### src/rtl/param_reg_file_pkg.sv
// Shared processor datapath types and the writeback opcode decode.
// Latency: n/a (types/functions only). Backpressure: none.
package proc_pkg;

  localparam int OP_W      = 3;
  localparam int WR_OP_MAX = 4;
  localparam int DATA_W    = 6;
  localparam int ADDR_W    = 3;

  typedef logic [ADDR_W-1:0] reg_addr_t;
  typedef logic [DATA_W-1:0] reg_data_t;

  // Opcodes 1..op_max commit a register write; 0 and anything above are non-writing.
  function automatic logic is_write_op(input int unsigned op,
                                       input int unsigned op_max = WR_OP_MAX);
    return (op != 0) && (op <= op_max);
  endfunction

endpackage

### src/rtl/param_reg_file_if.sv
// Decode/writeback side bundle of the register file: reads, reservations, writes.
// Latency: reads combinational, writes/reserves on next edge. Backpressure: none.
interface param_reg_file_if
  import proc_pkg::*;
#(
  parameter int DATA_W = proc_pkg::DATA_W,
  parameter int ADDR_W = proc_pkg::ADDR_W,
  parameter int NUM_RD = 3,
  parameter int OP_W   = proc_pkg::OP_W
);
  localparam int DEPTH = 2 ** ADDR_W;

  logic [OP_W-1:0]          opcode;
  logic [ADDR_W-1:0]        wr_addr;
  logic [DATA_W-1:0]        wr_data;
  logic [NUM_RD*ADDR_W-1:0] rd_addr;
  logic [NUM_RD*DATA_W-1:0] rd_data;
  logic [NUM_RD-1:0]        rd_busy;
  logic                     rsv_valid;
  logic [ADDR_W-1:0]        rsv_addr;
  logic [DEPTH-1:0]         busy;
  logic [15:0]              wr_cnt;

  modport master (
    output opcode, wr_addr, wr_data, rd_addr, rsv_valid, rsv_addr,
    input  rd_data, rd_busy, busy, wr_cnt
  );

  modport slave (
    input  opcode, wr_addr, wr_data, rd_addr, rsv_valid, rsv_addr,
    output rd_data, rd_busy, busy, wr_cnt
  );

endinterface

### src/rtl/param_reg_file_rf_read_port.sv
// One read port: register mux with same-cycle write bypass and busy lookup.
// Latency: combinational. Backpressure: none.
module rf_read_port #(
  parameter int DATA_W = 6,
  parameter int ADDR_W = 3,
  parameter int DEPTH  = 2 ** ADDR_W
) (
  input  logic [DEPTH-1:0][DATA_W-1:0] regs,
  input  logic [DEPTH-1:0]             busy,
  input  logic                         wr_en,
  input  logic [ADDR_W-1:0]            wr_addr,
  input  logic [DATA_W-1:0]            wr_data,
  input  logic [ADDR_W-1:0]            rd_addr,
  output logic [DATA_W-1:0]            rd_data,
  output logic                         rd_busy
);

  logic hit;

  // A write landing this cycle both forwards its data and clears the hazard.
  assign hit     = wr_en && (wr_addr == rd_addr);
  assign rd_data = hit ? wr_data : regs[rd_addr];
  assign rd_busy = busy[rd_addr] && !hit;

endmodule

### src/rtl/param_reg_file.sv
// Multi-port register file with write bypass and busy scoreboard; PARAM_REG_FILE_ZERO_REG_EN hardwires reg 0.
// Latency: reads combinational, write/reserve commit on clk edge. Backpressure: none, issue logic stalls on busy.
module param_reg_file #(
  parameter int DATA_W    = 6,
  parameter int ADDR_W    = 3,
  parameter int NUM_RD    = 3,
  parameter int OP_W      = 3,
  parameter int WR_OP_MAX = 4
) (
  input  logic             clk,
  input  logic             rst,
  param_reg_file_if.slave  bus
);
  import proc_pkg::*;

  localparam int DEPTH = 2 ** ADDR_W;

  logic [DEPTH-1:0][DATA_W-1:0] regs;
  logic [DEPTH-1:0]             busy_q;
  logic [15:0]                  cnt_q;
  logic                         wr_dec;
  logic                         wr_en;
  logic                         rsv_en;

  assign wr_dec = is_write_op(32'(bus.opcode), WR_OP_MAX);

`ifdef PARAM_REG_FILE_ZERO_REG_EN
  // Register 0 is constant zero: its writes and reservations vanish entirely.
  assign wr_en  = wr_dec && (bus.wr_addr != '0);
  assign rsv_en = bus.rsv_valid && (bus.rsv_addr != '0);
`else
  assign wr_en  = wr_dec;
  assign rsv_en = bus.rsv_valid;
`endif

  always_ff @(posedge clk or posedge rst) begin
    if (rst) begin
      regs   <= '0;
      busy_q <= '0;
      cnt_q  <= '0;
    end else begin
      if (wr_en) begin
        regs[bus.wr_addr]   <= bus.wr_data;
        busy_q[bus.wr_addr] <= 1'b0;
        if (cnt_q != 16'hFFFF) begin
          cnt_q <= cnt_q + 16'd1;
        end
      end
      // Placed after the write so a same-address reservation leaves the register busy.
      if (rsv_en) begin
        busy_q[bus.rsv_addr] <= 1'b1;
      end
    end
  end

  assign bus.busy   = busy_q;
  assign bus.wr_cnt = cnt_q;

  for (genvar i = 0; i < NUM_RD; i++) begin : g_rd
    rf_read_port #(
      .DATA_W (DATA_W),
      .ADDR_W (ADDR_W),
      .DEPTH  (DEPTH)
    ) u_port (
      .regs    (regs),
      .busy    (busy_q),
      .wr_en   (wr_en),
      .wr_addr (bus.wr_addr),
      .wr_data (bus.wr_data),
      .rd_addr (bus.rd_addr[i*ADDR_W +: ADDR_W]),
      .rd_data (bus.rd_data[i*DATA_W +: DATA_W]),
      .rd_busy (bus.rd_busy[i])
    );
  end

endmodule
### src/flat_wrapper.sv
// flat-port wrapper written by rule: the top's interface ports become plain ports
module param_reg_file_flat import proc_pkg::*;
#(
  parameter int DATA_W    = 6,
  parameter int ADDR_W    = 3,
  parameter int NUM_RD    = 3,
  parameter int OP_W      = 3,
  parameter int WR_OP_MAX = 4
)
  (clk, rst, bus_opcode, bus_wr_addr, bus_wr_data, bus_rd_addr, bus_rsv_valid, bus_rsv_addr, bus_rd_data, bus_rd_busy, bus_busy, bus_wr_cnt);
  param_reg_file_if #(.DATA_W(DATA_W), .ADDR_W(ADDR_W), .NUM_RD(NUM_RD), .OP_W(OP_W)) bus_i ();
  input  logic clk;
  input  logic rst;
  input wire logic [$bits(bus_i.opcode)-1:0] bus_opcode;
  input wire logic [$bits(bus_i.wr_addr)-1:0] bus_wr_addr;
  input wire logic [$bits(bus_i.wr_data)-1:0] bus_wr_data;
  input wire logic [$bits(bus_i.rd_addr)-1:0] bus_rd_addr;
  input wire logic [$bits(bus_i.rsv_valid)-1:0] bus_rsv_valid;
  input wire logic [$bits(bus_i.rsv_addr)-1:0] bus_rsv_addr;
  output wire logic [$bits(bus_i.rd_data)-1:0] bus_rd_data;
  output wire logic [$bits(bus_i.rd_busy)-1:0] bus_rd_busy;
  output wire logic [$bits(bus_i.busy)-1:0] bus_busy;
  output wire logic [$bits(bus_i.wr_cnt)-1:0] bus_wr_cnt;
  assign bus_i.opcode = bus_opcode;
  assign bus_i.wr_addr = bus_wr_addr;
  assign bus_i.wr_data = bus_wr_data;
  assign bus_i.rd_addr = bus_rd_addr;
  assign bus_i.rsv_valid = bus_rsv_valid;
  assign bus_i.rsv_addr = bus_rsv_addr;
  assign bus_rd_data = bus_i.rd_data;
  assign bus_rd_busy = bus_i.rd_busy;
  assign bus_busy = bus_i.busy;
  assign bus_wr_cnt = bus_i.wr_cnt;
  param_reg_file #(.DATA_W(DATA_W), .ADDR_W(ADDR_W), .NUM_RD(NUM_RD), .OP_W(OP_W), .WR_OP_MAX(WR_OP_MAX)) u_core (.clk(clk), .rst(rst), .bus(bus_i));
endmodule
### config.mk
export PLATFORM = sky130hd
export DESIGN_NAME = param_reg_file_flat
export DESIGN_NICKNAME = d
export VERILOG_FILES = /design/src/rtl/param_reg_file_pkg.sv /design/src/rtl/param_reg_file_if.sv /design/src/rtl/param_reg_file_rf_read_port.sv /design/src/rtl/param_reg_file.sv /design/src/flat_wrapper.sv
export SDC_FILE = /design/constraint.sdc
export NUM_CORES = 1
export LEC_CHECK = 0
export ABC_AREA = 1
export BUFFER_PORTS_ARGS = -buffer_cell sky130_fd_sc_hd__buf_2
export CELL_PAD_IN_SITES_DETAIL_PLACEMENT = 0
export CELL_PAD_IN_SITES_GLOBAL_PLACEMENT = 2
export CORE_MARGIN = 3
export CORE_UTILIZATION = 31
export CTS_BUF_LIST = sky130_fd_sc_hd__clkbuf_4 sky130_fd_sc_hd__clkbuf_8 sky130_fd_sc_hd__clkbuf_16
export CTS_CLUSTER_SIZE = 20
export DETAILED_ROUTE_END_ITERATION = 10
export PLACE_DENSITY = 0.87
export SLEW_MARGIN = 0
export SYNTH_ARGS = -nofsm -noshare
export SYNTH_HDL_FRONTEND = slang
export SYNTH_SLANG_ARGS = --single-unit
### constraint.sdc
create_clock -name clk -period 2.15 [get_ports clk]
set_input_delay 0.1075 -clock clk [delete_from_list [all_inputs] [get_ports clk]]
set_output_delay 0.1075 -clock clk [all_outputs]
set_load 0.01 [all_outputs]
==> out/metrics.cfg <==
[drt]
drt_first_pass_iters = 5
routed_wl_mm = 17.1
num_vias = 5328
via_per_inst = 4.69
drt_drc_violations_left = 0
drt_iter0_drc = 499
ant_nets = 0
wl_per_cell_um = 15.1

[grt]
grt_max_degree = 73
track_usage_pct = 18.8
grt_pass1_vias = 4935
overflow = 0
grt_pass1_wl_mm = 27.9
antenna_found_initial = 0

[power]
power_uw = 5100
switching_share_pct = 36.0
ir_worst_vdd_uv = 433
power.switching_uw = 1840
leakagePower_uw = 0.00334
power.internal_uw = 3260
combPwrFrac_pct = 30.6
pwr-share-clk_pct = 31.9
seqPwrFrac_pct = 37.5
power_density_mw_per_mm2 = 828

[die]
ios = 72
rows = 47
dieArea_mm2 = 0.0190
die_w_um = 138
initial_core_util_pct = 32.1
core_mm2 = 0.0168
die_h_um = 138

[flow_run]
maxCapViolations = 0

[yosys]
synth_adder_area_share_pct = 0.232
yosysTopAreaCell = dfrtp_1
synth_cell_type_count = 27
synth_nets = 889
syn_avg_cell_area_um2 = 6.27
synth_xor_area_share_pct = 2.25
synthesis.area_mm2 = 0.00540
synthSimpleGateAreaFrac_pct = 41.6
synth_seq_cells = 72
synth_top_area_share_pct = 33.4
yosys_warnings = 0
synth_compound_area_share_pct = 10.7
synth_top_family_by_area = simple AND/OR/NAND/NOR gates
ys_seq_area_share_pct = 33.4
ys_top_cells_by_area = dfrtp_1 (33%), nand2_1 (25%), nand3_1 (9.0%)
synthMuxAreaShare_pct = 0
netlist_instances = 861

[clocking]
worstSkewPairLatency_ps = 330
cts.clk_slew.worst_paths_ps = 60
cts_buffers = 9
cts_tree = built
cts_buffer_depth = 2
cts-root-buf = clkbuf_16
cts_resized = 0
cts_htree_levels = 3
clock-sinks = 72

[finish]
nets = 938
layout_commonest_cell = nand2_1
area_growth_pct = 14.1
drive_gt1_share_pct = 14.0
finalInstanceArea_mm2 = 0.00616
layout.cells.non_filler = 1135
antenna_cells = 0
utilization_pct = 36.6
final_cell_mix = nand2_1 (362), nand3_1 (97), inv_1 (88)

[sta]
max_slew_margin_pct = 55.9
fin_setup_tns_ps = 0
rsz0062_at_grt = false
period_share_pct = 83.1
final_max_slew_viol_count = 0
max_slew.worst_pin.slew_ps = 660
fmax_ghz = 0.559
period_needed_ps = 1790
fin_skew_ps = 5.08
hold_viol = 0
setup_viol = 0

[placement]
place_inst = 1118
dp_hpwl_mm = 13.2
portBuffers = 71
post_dp_cell_area_mm2 = 0.00582
gp_congestion = 0.847

[outcome]
status = finished, final reports clean

[min_path]
hold_class = in2reg

[setup_path]
crit_path_end_kind = register
critPathKind = reg2reg
critPathRequiredTime_ps = 2340
startpoint_type = register
arrival_ps = 1970
path_max_fanout = 15

==> registers in the layout (all words and copies together) (netlist names) <==
register           flops
u_core.bus.wr_cnt     16
u_core.regs           48
u_core.bus.busy        8
==> synth_stat cells <==
library cell,count
nand2_1,362
o21ai_0,35
buf_1,1
inv_2,3
buf_6,9
buf_4,5
xnor2_2,1
dfrtp_1,72
buf_12,1
o211ai_1,12
nand3_1,97
a21oi_1,7
xor2_1,5
clkbuf_1,6
nand4_1,6
nand4_2,2
nand2_2,2
xnor2_1,7
o21ai_2,10
buf_2,21
nor2_2,5
o21ai_1,38
clkinv_1,1
nor2_1,55
nand2_4,8
inv_1,89
ha_1,1
==> routing by layer <==
layer	wire, µm	track usage, %	share of wire (%)	vias to the layer above
li1	-	-	-	2807
met1	8810	28.6	52	2390
met2	7380	28.3	43	119
met3	715	2.65	4.2	12
met4	178	3.95	1.0	0
met5	0	0	0	-
==> power groups by stage <==
stage / Sequential [µW] / Combinational [µW] / Clock [µW]
floorplan: 1880 / 1080 / 0
finish: 1910 / 1560 / 1630
global route: 1960 / 1810 / 1740
global placement: 1920 / 1560 / 0
CTS: 1910 / 1570 / 1670
detailed placement: 1930 / 1560 / 0
==> logic make-up after synthesis <==
| group | Yosys count |
|---|---|
| simple gates | 537 |
| xor+xnor | 13 |
| compound gates | 102 |
| buf+inv | 136 |
| flops | 72 |
| fa+ha+maj | 1 |
==> area by class of cell <==
| cell class | instances | area (µm²) |
|---|---|---|
| clock buffer | 11 | 253 |
| clock inverter | 5 | 78.8 |
| fill | 1909 | 10700 |
| inverter | 93 | 349 |
| multi-input combinational | 653 | 2960 |
| sequential | 72 | 1800 |
| tap | 220 | 275 |
| timing repair buffer | 81 | 445 |
==> worst max-delay path: stages (launching register included) <==
cell,delay [ps]
dfrtp_1,440
ha_1,300
inv_1,90
nor2_2,50
nand2_1,70
nor2_2,50
nor2_2,500
o21ai_0,150
==> worst paths after layout <==
| check | start | endpoint | slack, ps | depth (start not counted) |
|---|---|---|---|---|
| min in group asynchronous | rst | u_core.regs[39] | 420 | 4 |
| max reg2reg | u_core.bus.wr_cnt[0] | u_core.bus.wr_cnt[8] | 360 | 7 |
| min | bus_rsv_addr[0] | u_core.bus.busy[2] | 40 | 2 |
| max | u_core.bus.wr_cnt[0] | u_core.bus.wr_cnt[8] | 360 | 7 |
| max in group asynchronous | rst | u_core.bus.busy[6] | 1450 | 4 |
| min reg2reg | u_core.regs[38] | u_core.regs[38] | 480 | 2 |
==> metrics by stage <==
stage	hold WS, ps	setup slack, ps
6_report	39.0	362
5_1_grt	39.0	119
4_1_cts	25.4	294
3_5_place_dp	226	287
3_3_place_gp	226	354
2_1_floorplan	215	218
==> repair_timing <==
item                      in CTS  in global routing
hold buffers                   1                  0
hold endpoints to repair      72                  0
buffers inserted               0                  0
(Power assumes the default switching activity.)
